===== src/rtl/ienc_pkg.sv =====
// rtl/ienc_pkg.sv - shared FSM state, branch opcodes and instruction field positions
package ienc_pkg;

    typedef enum logic [1:0] {
        ST_IDLE  = 2'd0,
        ST_LOAD  = 2'd1,
        ST_FLUSH = 2'd2
    } ienc_state_t;

    // Branch-class opcodes
    localparam logic [3:0] OP_BR_0 = 4'b0000;
    localparam logic [3:0] OP_BR_1 = 4'b1011;
    localparam logic [3:0] OP_BR_2 = 4'b1100;
    localparam logic [3:0] OP_BR_3 = 4'b1101;
    localparam logic [3:0] OP_BR_4 = 4'b1110;

    // Field bit positions, shared with the instruction decoder
    localparam int OP_MSB    = 15;
    localparam int OP_LSB    = 12;
    localparam int DEST_MSB  = 11;
    localparam int DEST_LSB  = 9;
    localparam int Q0_MSB    = 8;
    localparam int Q0_LSB    = 6;
    localparam int Q1_MSB    = 5;
    localparam int Q1_LSB    = 3;
    localparam int IMM_MSB   = 5;
    localparam int IMM_LSB   = 2;
    localparam int IMMB_MSB  = 11;
    localparam int IMMB_LSB  = 1;
    localparam int FLAG_BIT  = 1;
    localparam int ISEL_BIT  = 0;

    function automatic logic is_branch(input logic [3:0] op);
        logic br;
        case (op)
            OP_BR_0, OP_BR_1, OP_BR_2, OP_BR_3, OP_BR_4: br = 1'b1;
            default:                                     br = 1'b0;
        endcase
        return br;
    endfunction

endpackage


===== src/rtl/ienc_pack.sv =====
// rtl/ienc_pack.sv - combinational packing of decoded fields into a 16-bit instruction word
module ienc_pack
    import ienc_pkg::*;
(
    input  logic [3:0]  op,
    input  logic [2:0]  dest,
    input  logic [2:0]  q0,
    input  logic [2:0]  q1,
    input  logic [3:0]  imm,
    input  logic [10:0] imm_b,
    input  logic        flag_en,
    input  logic        immed_sel,
    output logic [15:0] word
);

    // Branch words carry only the opcode and the long immediate; bit 0 stays zero
    always_comb begin
        word = '0;
        word[OP_MSB:OP_LSB] = op;
        if (is_branch(op)) begin
            word[IMMB_MSB:IMMB_LSB] = imm_b;
        end else begin
            word[DEST_MSB:DEST_LSB] = dest;
            word[Q0_MSB:Q0_LSB]     = q0;
            word[FLAG_BIT]          = flag_en;
            word[ISEL_BIT]          = immed_sel;
            if (immed_sel) begin
                word[IMM_MSB:IMM_LSB] = imm;
            end else begin
                word[Q1_MSB:Q1_LSB] = q1;
            end
        end
    end

endmodule


===== src/rtl/instruction_encoder.sv =====
// rtl/instruction_encoder.sv - field encoder and sequential program loader (optional IENC_CHECKSUM_EN)
module instruction_encoder
    import ienc_pkg::*;
#(
    parameter int ADDR_W = 8,
    parameter int CNT_W  = ADDR_W + 1
) (
    input  logic              clk,
    input  logic              rst,
    input  logic              start,
    input  logic [ADDR_W-1:0] base_addr,
    input  logic [CNT_W-1:0]  count,
    input  logic              in_valid,
    output logic              in_ready,
    input  logic [3:0]        in_op,
    input  logic [2:0]        in_dest,
    input  logic [2:0]        in_q0,
    input  logic [2:0]        in_q1,
    input  logic [3:0]        in_imm,
    input  logic [10:0]       in_imm_b,
    input  logic              in_flag_en,
    input  logic              in_immed_sel,
    output logic              mem_we,
    output logic [ADDR_W-1:0] mem_addr,
    output logic [15:0]       mem_wdata,
    output logic              busy,
    output logic              done,
    output logic [15:0]       checksum
);

    ienc_state_t       state_q;
    ienc_state_t       state_d;
    logic [ADDR_W-1:0] addr_cnt;
    logic [CNT_W-1:0]  remaining;
    logic [15:0]       packed_word;
    logic              start_load;
    logic              accept;

    ienc_pack u_pack (
        .op        (in_op),
        .dest      (in_dest),
        .q0        (in_q0),
        .q1        (in_q1),
        .imm       (in_imm),
        .imm_b     (in_imm_b),
        .flag_en   (in_flag_en),
        .immed_sel (in_immed_sel),
        .word      (packed_word)
    );

    // in_ready comes from registered state only, so it never depends on in_valid
    assign in_ready   = (state_q == ST_LOAD) && (remaining != '0);
    assign accept     = in_valid && in_ready;
    assign start_load = start && (state_q == ST_IDLE);
    assign busy       = (state_q != ST_IDLE);

    // State register
    always_ff @(posedge clk) begin
        if (rst) begin
            state_q <= ST_IDLE;
        end else begin
            state_q <= state_d;
        end
    end

    // Next-state logic; FLUSH lets the last registered write retire before done
    always_comb begin
        state_d = state_q;
        case (state_q)
            ST_IDLE: begin
                if (start) begin
                    state_d = (count == '0) ? ST_FLUSH : ST_LOAD;
                end
            end
            ST_LOAD: begin
                if (accept && (remaining == CNT_W'(1))) begin
                    state_d = ST_FLUSH;
                end
            end
            ST_FLUSH: state_d = ST_IDLE;
            default:  state_d = ST_IDLE;
        endcase
    end

    // Counters and the registered write stage; done is raised on leaving FLUSH
    always_ff @(posedge clk) begin
        if (rst) begin
            addr_cnt  <= '0;
            remaining <= '0;
            mem_we    <= 1'b0;
            mem_addr  <= '0;
            mem_wdata <= '0;
            done      <= 1'b0;
        end else begin
            mem_we <= accept;
            done   <= (state_q == ST_FLUSH);
            if (start_load) begin
                addr_cnt  <= base_addr;
                remaining <= count;
            end else if (accept) begin
                mem_addr  <= addr_cnt;
                mem_wdata <= packed_word;
                addr_cnt  <= addr_cnt + ADDR_W'(1);
                remaining <= remaining - CNT_W'(1);
            end
        end
    end

`ifdef IENC_CHECKSUM_EN
    logic [15:0] checksum_q;

    // XOR of every word as it appears on the memory bus; holds after done
    always_ff @(posedge clk) begin
        if (rst) begin
            checksum_q <= '0;
        end else if (start_load) begin
            checksum_q <= '0;
        end else if (mem_we) begin
            checksum_q <= checksum_q ^ mem_wdata;
        end
    end

    assign checksum = checksum_q;
`else
    assign checksum = '0;
`endif

endmodule


===== config.mk =====
export PLATFORM = sky130hd
export DESIGN_NAME = instruction_encoder
export DESIGN_NICKNAME = d
export VERILOG_FILES = /design/src/rtl/ienc_pkg.sv /design/src/rtl/ienc_pack.sv /design/src/rtl/instruction_encoder.sv
export SDC_FILE = /design/constraint.sdc
export NUM_CORES = 1
export LEC_CHECK = 0
export BUFFER_PORTS_ARGS = -buffer_cell sky130_fd_sc_hd__buf_2
export CAP_MARGIN = 20
export CORE_MARGIN = 2
export CORE_UTILIZATION = 49
export DETAILED_ROUTE_END_ITERATION = 7
export PLACE_DENSITY = 0.86
export SLEW_MARGIN = 20
export SYNTH_ARGS = -nofsm -noshare
export SYNTH_HDL_FRONTEND = slang
export SYNTH_SLANG_ARGS = --single-unit

===== constraint.sdc =====
create_clock -name clk -period 2.2 [get_ports clk]
set_input_delay 0.22 -clock clk [delete_from_list [all_inputs] [get_ports clk]]
set_output_delay 0.22 -clock clk [all_outputs]
set_load 0.005 [all_outputs]

==> reports/qor.yml, run 1 <==
viasPerCell: 5.367
synth_edf_count: 0
grt_max_degree: 34
totalNegativeSetupSlack_ps: 0
grt_overflow: 0
antenna_found_initial: 0
hold_viol_final: 0
powerDensity_nw_per_um2: 717.2
crit_slowest_cell: "or4b_4"
maxSlewHeadroom_pct: 66.68
antennaDiodeCount: 0
first_pass_iters: 4
route.vias.total: 2265
p_comb_share_pct: 21.7
syn_to_final_growth_pct: 23.11
core-area_um2: 4723
cp-start-kind: "register"
final.period_utilization_pct: 93.52
setup_viol: 0
drive_gt1_share_pct: 32.11
cts_hold_buffers: 0
worst-slew-pin-transition_ps: 495.2
synth-seq-cells: 45
yosys.cell_types.count: 51
clock.fmax_mhz: 486.1
grt_pass1_vias: 2086
cts_buffer_depth: 2
grt_pass1_wl_um: 8942
crit_chain: "inv_1, ha_1, or4b_4, a2111oi_0, mux2_2, a21oi_1"
critPathKind: "reg -> reg"
p_leak_nw: 1.302
wl_per_cell_um: 13.01
place.gp.congestion: 0.8613
yosys_warnings: 0
netSwitchingPower_mw: 0.5773
crit_path_max_fanout: 4
row_count: 25
syn-cell-area_um2: 2399
layout_common_cells: "78 x buf_2, 45 x dfxtp_1, 38 x nand2_1"
drt-total-wl_um: 5492
dp_hpwl_um: 4011
drv_cap: 0
start_util_pct: 50.78
hold_path.class: "in -> reg"
slowest_delay_ps: 480
ys.flop_type: "dfxtp_1"
outcome: "finished, final reports clean"
power_frac_seq_pct: 43.8
peakVddDrop_uv: 498.6
cts.sinks: 45
seq_area_frac_synth_pct: 37.56
post_cts.repair.setup_buffers: 0
clock_latency_ps: 300
dieArea_um2: 5471
synth_area_per_cell_um2: 8.597
ant_nets: 0
slew_violations: 0
skew_ps: 5.247
die_y_um: 73.97
grt_use_total_pct: 20.64
layout_commonest_cell: "buf_2"
fin_nets: 409
utilization_pct: 62.52
swShare_pct: 27.26
cts_tree: "done"
p_int_mw: 1.540
cts_root_buffer: "clkbuf_8"
ios: 95
cp.arrival_ps: 2290
drt_iter0_drc: 155
h-tree-depth: 2
cp-end-kind: "register"
period_minus_slack_ps: 2057
crit_buf_inv: 1
rsz0062_at_grt: "false"
crit_required_ps: 2430
synth_cells: 279
synthArstFlopShare_pct: 0
io_buffers: 78
numCtsBuffers: 5
cts-resized-gates: 0
drc: 0
path_clk_slew_ps: 80
critPathTopFamily: "simple AND/OR/NAND/NOR gates"
die_w_um: 73.97
clkPwrFrac_pct: 34.5
## sequential cells by signal, indices dropped and copies added (netlist names)
| signal | flops |
|---|---|
| addr_cnt | 8 |
| done | 1 |
| state_q | 2 |
| mem_we | 1 |
| remaining | 9 |
| mem_wdata | 16 |
| mem_addr | 8 |
## cell type report
type	count	area (µm²)
clock buffer	5	68.82
clock inverter	3	65.06
fill	400	1770
inverter	7	26.28
multi-input combinational	209	1358
sequential	45	900.9
tap	67	83.83
timing repair buffer	86	450.4
## synth_stat cells (all sizes together) (2+ instances only)
| cell | n | area share (%) |
|---|---|---|
| nor4 | 5 | 2.2 |
| a31oi | 6 | 1.8 |
| nor2 | 16 | 2.5 |
| a22oi | 4 | 1.3 |
| mux2i | 17 | 7.1 |
| dfxtp | 45 | 38 |
| o22ai | 6 | 1.6 |
| clkbuf | 12 | 1.9 |
| nand2b | 4 | 1.0 |
| a211oi | 8 | 2.5 |
| nor3b | 2 | 0.63 |
| ha | 4 | 2.1 |
| nand3 | 11 | 2.3 |
| mux2 | 6 | 2.8 |
| o31ai | 3 | 0.94 |
| a2bb2oi | 2 | 0.73 |
| or3 | 3 | 0.83 |
| or2 | 4 | 1.0 |
| nor3 | 5 | 1.0 |
| and3b | 3 | 1.1 |
| inv | 7 | 1.1 |
| nand2 | 38 | 5.9 |
| buf | 21 | 6.2 |
| o311ai | 2 | 0.73 |
| a32oi | 3 | 1.1 |
| and3 | 2 | 0.52 |
| a21oi | 20 | 4.2 |
| a311o | 2 | 0.83 |
## final timing paths
path         slack [ps]  depth (start not counted)                         end                        from
max                 140                          6   remaining[8]$_SDFFE_PP0P_   remaining[0]$_SDFFE_PP0P_
min                 170                          3   remaining[8]$_SDFFE_PP0P_                    count[8]
max reg2reg         140                          6   remaining[8]$_SDFFE_PP0P_   remaining[0]$_SDFFE_PP0P_
min reg2reg         460                          2  mem_wdata[14]$_SDFFE_PP0P_  mem_wdata[14]$_SDFFE_PP0P_
## layer usage
metal | global-route usage (%) | routed length (µm) | vias to the layer above
met1 | 24.60 | 2396 | 1037
met5 | 0 | 0 | -
met4 | 9.091 | 116 | 0
met2 | 35.32 | 2652 | 79
li1 | - | - | 1139
met3 | 5.014 | 326 | 10
## power groups by stage
| stage | Clock (mW) | Sequential (mW) | Combinational, mW |
|---|---|---|---|
| floorplan | 0 | 0.938 | 0.321 |
| global placement | 0 | 0.942 | 0.443 |
| detailed placement | 0 | 0.946 | 0.456 |
| CTS | 0.744 | 0.927 | 0.458 |
| global route | 0.780 | 0.937 | 0.512 |
| finish | 0.731 | 0.927 | 0.460 |
## worst min-delay path, delay by kind of cell
family	cells	cell delay, ps
buf+inv	1	100
simple gates	1	50
compound gates	1	50
## logic make-up (layout without fill, tap and decap cells)
logic type                 count (synthesis)  after routing  synth area share [%]
and+or+nand+nor                          101            101                 22.12
buffers and inverters                     40            101                 9.129
DFF                                       45             45                 37.56
muxes                                     23             23                 9.911
adders and majority gates                  4              4                 2.087
AOI/OAI and AO/OA                         65             65                 19.04
other                                      1             16                0.1563
## per-stage QoR
step | instances | cell area (µm²) | worst slack, ps | hold WS [ps] | power [mW]
floorplan | 294 | 2455 | 286.8 | 356.0 | 1.259
global placement | 414 | 2819 | 218.4 | 440.1 | 1.385
detailed placement | 414 | 2819 | 163.0 | 446.8 | 1.402
CTS | 422 | 2953 | 143.2 | 160.2 | 2.130
global route | 422 | 2953 | 11.65 | 172.3 | 2.228
finish | 422 | 2953 | 142.6 | 169.3 | 2.118
Note: power is estimated with default switching activity, not from simulation.
==> inputs of run 2 (changes only) <==
--- a/config.mk
+++ b/config.mk
@@ -11,6 +11,8 @@
 export CORE_UTILIZATION = 49
 export DETAILED_ROUTE_END_ITERATION = 7
 export PLACE_DENSITY = 0.86
+export RECOVER_POWER = 100
+export REMOVE_ABC_BUFFERS = 1
 export SLEW_MARGIN = 20
 export SYNTH_ARGS = -nofsm -noshare
 export SYNTH_HDL_FRONTEND = slang
==> reports/qor.yml, run 2 (synthesis results as in run 1) <==
crit_slowest_cell: "or4b_4"
h-tree-depth: 2  # unchanged
p_int_mw: 1.311  # -15%
antenna_found_initial: 0  # unchanged
multi_input_area_um2: 1349  # -0.65%
drt-total-wl_um: 5896  # +7.4%
grt_overflow: 0  # unchanged
cts_buffer_depth: 2  # unchanged
fin_hold_ws_ps: 168.8  # -0.4630 ps
cp-start-kind: "register"
peakVddDrop_uv: 338.7  # -32%
grt_use_total_pct: 21.44  # +0.80 points
grt_pass1_wl_um: 9080  # +1.5%
io_buffers: 78  # unchanged
path_clk_slew_ps: 90  # about the same
hold_path.class: "in -> reg"
clkPwrFrac_pct: 27.7  # -6.8 points
crit_required_ps: 2440  # about the same
p_leak_nw: 1.200  # -7.9%
finalPower_mw: 1.925  # -9.1%
final.period_utilization_pct: 95.17  # +1.6 points
syn_to_final_growth_pct: 20.66
die_w_um: 73.97  # unchanged
outcome: "finished, final reports clean"
ios: 95  # unchanged
crit_buf_inv: 1  # unchanged
cts-resized-gates: 0  # unchanged
pre_cts_ws_ps: 123.1  # -39.89 ps
top_layer: "met4"
netSwitchingPower_mw: 0.6134  # +6.3%
drc: 0  # unchanged
layout_common_cells: "59 x buf_2, 45 x dfxtp_1, 38 x nand2_1"
crit_path_max_fanout: 4  # unchanged
row_count: 25  # unchanged
cts.sinks: 45  # unchanged
first_pass_iters: 4  # unchanged
route.vias.total: 2258  # -0.31%
numCtsBuffers: 5  # unchanged
swShare_pct: 31.87  # +4.6 points
top_register: "mem_wdata"
cp.arrival_ps: 2340  # +50 ps
regArea_um2: 900.9  # unchanged
nFillCells: 416  # +4.0%
layout_commonest_cell: "buf_2"
grt_pass1_vias: 2063  # -1.1%
die_y_um: 73.97  # unchanged
cts_hold_buffers: 0  # unchanged
drt_iter0_drc: 82  # -47%
hold_viol_final: 0  # unchanged
reg.largest.list: "mem_wdata (16), remaining (9)"
rsz0062_at_grt: "false"
ant_nets: 0  # unchanged
grt_max_degree: 34  # unchanged
clock.fmax_mhz: 477.6  # -1.7%
slowest_delay_ps: 490  # about the same
dp_hpwl_um: 4321  # +7.7%
p_comb_share_pct: 24.0  # +2.3 points
wl_met1_um: 2430  # +1.4%
setup_viol: 0  # unchanged
cts_tree: "done"
skew_ps: 6.443  # +1.197 ps
reg2reg_slack_ps: 110  # -40 ps
critPathTopFamily: "compound AO/OA/AOI/OAI gates"
largest_reg_flops: 16  # unchanged
critPathKind: "reg -> reg"
clock_latency_ps: 310  # about the same
viasPerCell: 5.325  # -0.78%
slew_violations: 0  # unchanged
antennaDiodeCount: 0  # unchanged
dieArea_um2: 5471  # unchanged
post_cts.repair.setup_buffers: 0  # unchanged
cp-end-kind: "register"
start_util_pct: 50.78  # unchanged
setup_slack_ps: 106.3  # -36.28 ps
worst-slew-pin-transition_ps: 610.0  # +114.8 ps
wl_met2_um: 3048  # +15%
met3WireLength_um: 311  # -4.6%
period_minus_slack_ps: 2094  # +36.28 ps
power_frac_seq_pct: 48.3  # +4.5 points
drive_gt1_share_pct: 26.33  # -5.8 points
layout.cells.non_filler: 424  # +0.47%
drv_cap: 0  # unchanged
powerDensity_nw_per_um2: 665.1  # -7.3%
crit_chain: "inv_1, ha_1, or4b_4, a2111oi_0, mux2_1, a21oi_1"
place.gp.congestion: 0.8423  # -2.2%
cts_root_buffer: "clkbuf_8"
core-area_um2: 4723  # unchanged
placed_cells: 416  # +0.48%
wl_per_cell_um: 13.91  # +6.8%
fin_nets: 411  # +0.49%
maxSlewHeadroom_pct: 58.96  # -7.7 points
run 2: worst min-delay path, delay by kind of cell:
kind / cells / cell delay (ps)
buffers and inverters: 1 / 120
AO/OA/AOI/OAI: 1 / 50
AND/OR/NAND/NOR: 1 / 50
run 2: per-stage QoR:
step / util [%] / instance area [µm²] / TNS, ps
6_report: 61.27 / 2894 / 0
5_1_grt: 61.27 / 2894 / 0
3_3_place_gp: 60.08 / 2838 / 0
4_1_cts: 61.99 / 2928 / 0
2_1_floorplan: - / 2262 / -491.1
3_5_place_dp: 60.08 / 2838 / 0
run 2: final cells by class:
type | count | share of cell area [%]
clock buffers | 5 | 2.378
clock inverters | 3 | 0.7350
inverters | 7 | 0.9079
multi-input cells | 209 | 46.61
flip-flops and latches | 45 | 31.13
well taps | 67 | 2.897
repair buffers | 88 | 15.35
run 2: worst paths after layout:
check	from	to	depth (start not counted)
hold / removal	in_op[0]	mem_wdata[12]$_SDFFE_PP0P_	3
hold reg to reg	mem_addr[6]$_SDFFE_PP0P_	mem_addr[6]$_SDFFE_PP0P_	2
setup / recovery	remaining[0]$_SDFFE_PP0P_	remaining[8]$_SDFFE_PP0P_	6
setup reg to reg	remaining[0]$_SDFFE_PP0P_	remaining[8]$_SDFFE_PP0P_	6
run 2: layer usage:
layer / up-vias / GRT usage, %
met2: 70 / 37.00
met3: 12 / 5.556
met4: 0 / 9.495
li1: 1132 / -
met5: - / 0
met1: 1044 / 25.04
run 2: power by group through the flow:
stage / sequential [mW] / combinational (mW) / clock, mW
6_report: 0.930 / 0.461 / 0.533
5_1_grt: 0.940 / 0.508 / 0.580
4_1_cts: 0.929 / 0.470 / 0.546
3_5_place_dp: 0.947 / 0.466 / 0
3_3_place_gp: 0.942 / 0.449 / 0
2_1_floorplan: 0.938 / 0.280 / 0
==> inputs of run 3 (changes only) <==
--- a/config.mk
+++ b/config.mk
@@ -5,12 +5,14 @@
 export SDC_FILE = /design/constraint.sdc
 export NUM_CORES = 1
 export LEC_CHECK = 0
+export ABC_CLOCK_PERIOD_IN_PS = 2200
 export BUFFER_PORTS_ARGS = -buffer_cell sky130_fd_sc_hd__buf_2
 export CAP_MARGIN = 20
 export CORE_MARGIN = 2
 export CORE_UTILIZATION = 49
 export DETAILED_ROUTE_END_ITERATION = 7
-export PLACE_DENSITY = 0.86
+export GPL_TIMING_DRIVEN = 0
+export PLACE_DENSITY = 0.78
 export RECOVER_POWER = 100
 export REMOVE_ABC_BUFFERS = 1
 export SLEW_MARGIN = 20
==> reports/qor.yml, run 3 (synthesis results as in run 1) <==
die_y_um: 73.97  # unchanged
worst-slew-pin-transition_ps: 907.1  # +297.1 ps
drv_cap: 0  # unchanged
path_clk_slew_ps: 80  # about the same
hp-start: "count[6]"
endpoint: "remaining[3]$_SDFFE_PP0P_"
grt_pass1_vias: 1942  # -5.9%
nFillCells: 422  # +1.4%
hold_viol_final: 0  # unchanged
period_minus_slack_ps: 2109  # +15.34 ps
netSwitchingPower_mw: 0.5892  # -3.9%
p_leak_nw: 1.229  # +2.4%
powerDensity_nw_per_um2: 688.0  # +3.4%
critPathLaunch: "remaining[0]$_SDFFE_PP0P_"
critPathKind: "reg -> reg"
route.vias.total: 2244  # -0.62%
maxSlewHeadroom_pct: 39.53  # -19 points
grt_use_total_pct: 20.32  # -1.1 points
cts_buffer_depth: 2  # unchanged
reg.largest.list: "mem_wdata (16), remaining (9)"
cts_root_buffer: "clkbuf_8"
drt-total-wl_um: 5471  # -7.2%
ios: 95  # unchanged
drt_iter0_drc: 106  # +29%
place.gp.congestion: 0.8561  # +1.6%
grt_pass1_wl_um: 8714  # -4.0%
utilization_pct: 62.12  # +0.85 points
drc: 0  # unchanged
drive_gt1_share_pct: 27.84  # +1.5 points
setup_viol: 0  # unchanged
regArea_um2: 900.9  # unchanged
hold_path.class: "in -> reg"
p_comb_share_pct: 23.1  # -0.9 points
viasPerCell: 5.356  # +0.57%
row_count: 25  # unchanged
r2r_end: "remaining[3]$_SDFFE_PP0P_"
layout_commonest_cell: "buf_2"
cts_tree: "done"
cp-start-kind: "register"
grt_overflow: 0  # unchanged
syn_to_final_growth_pct: 22.33
cts.sinks: 45  # unchanged
die_w_um: 73.97  # unchanged
fin_hold_ws_ps: 181.0  # +12.11 ps
antennaDiodeCount: 0  # unchanged
power_frac_seq_pct: 46.1  # -2.2 points
worstRegToRegCells: 5  # -1
peakVddDrop_uv: 310.1  # -8.5%
clock.fmax_mhz: 474.2  # -0.73%
start_util_pct: 50.78  # unchanged
clkPwrFrac_pct: 30.8  # +3.1 points
core-area_um2: 4723  # unchanged
fin_nets: 406  # -1.2%
reg2reg_slack_ps: 90  # -20 ps
wl_per_cell_um: 13.06  # -6.1%
first_pass_iters: 4  # unchanged
layout_common_cells: "64 x buf_2, 45 x dfxtp_1, 38 x nand2_1"
ant_nets: 0  # unchanged
clock_latency_ps: 290  # -20 ps
io_buffers: 78  # unchanged
crit_path_max_fanout: 34  # +30
finalPower_mw: 2.019  # +4.9%
h-tree-depth: 2  # unchanged
reg2reg_from: "remaining[0]$_SDFFE_PP0P_"
antenna_found_initial: 0  # unchanged
final.period_utilization_pct: 95.86  # +0.70 points
top_register: "mem_wdata"
skew_ps: 3.941  # -2.502 ps
largest_reg_flops: 16  # unchanged
swShare_pct: 29.19  # -2.7 points
dieArea_um2: 5471  # unchanged
numCtsBuffers: 5  # unchanged
p_int_mw: 1.429  # +9.0%
dp_hpwl_um: 3795  # -12%
outcome: "finished, final reports clean"
slew_violations: 0  # unchanged
multi_input_area_um2: 1378  # +2.1%
cts_hold_buffers: 0  # unchanged
cp.arrival_ps: 2330  # about the same
grt_max_degree: 52  # +53%
crit_required_ps: 2420  # -20 ps
cp-end-kind: "register"
run 3: worst min path at each step:
stage	to	slack, ps	depth (start not counted)
5_1_grt	mem_wdata[15]$_SDFFE_PP0P_	170	3
6_report	remaining[6]$_SDFFE_PP0P_	180	3
2_1_floorplan	addr_cnt[0]$_SDFFE_PP0P_	290	1
4_1_cts	remaining[6]$_SDFFE_PP0P_	170	3
3_3_place_gp	mem_wdata[0]$_SDFFE_PP0P_	440	2
3_5_place_dp	mem_addr[3]$_SDFFE_PP0P_	440	2
run 3: stage by stage:
stage	area, µm²	setup TNS, ps	worst slack (ps)	instances
finish	2934	0	90.98	419
global route	2934	-8.110	-8.110	419
CTS	2930	0	69.11	417
detailed placement	2805	-151.1	-84.89	409
global placement	2736	-17900	-778.7	406
floorplan	2262	-491.1	-221.0	261
run 3: worst max-delay path, cell delays in order, from the launching register on:
cell     delay, ps
dfxtp_1        370
inv_1          100
ha_1           340
a31o_4         400
or4_2          650
a31oi_1        170
run 3: power by group through the flow:
stage / sequential [mW] / clock, mW / combinational (mW)
CTS: 0.929 / 0.642 / 0.457
detailed placement: 0.946 / 0 / 0.451
finish: 0.930 / 0.621 / 0.467
global placement: 0.943 / 0 / 0.419
floorplan: 0.938 / 0 / 0.280
global route: 0.941 / 0.676 / 0.513
run 3: metal layers:
metal  vias to the layer above  GRT usage (%)  wire [µm]
met5                         -              0          0
met4                         0          9.091         26
met3                         5          4.878        343
met2                        80          32.14       2608
met1                      1032          26.41       2492
li1                       1127              -          -
run 3: cell type report:
class,instances,area share (%)
Multi-Input combinational cell,209,46.95
Sequential cell,45,30.70
Timing Repair Buffer,83,14.80
Tap cell,67,2.857
Clock buffer,6,2.473
Clock inverter,2,1.322
Inverter,7,0.8955
run 3: timing repair:
action / in CTS / in global routing
setup buffers: 0 / 2
resized for setup: 2 / 2
pin swaps: 0 / 2
endpoints found under the setup margin: 3 / 2
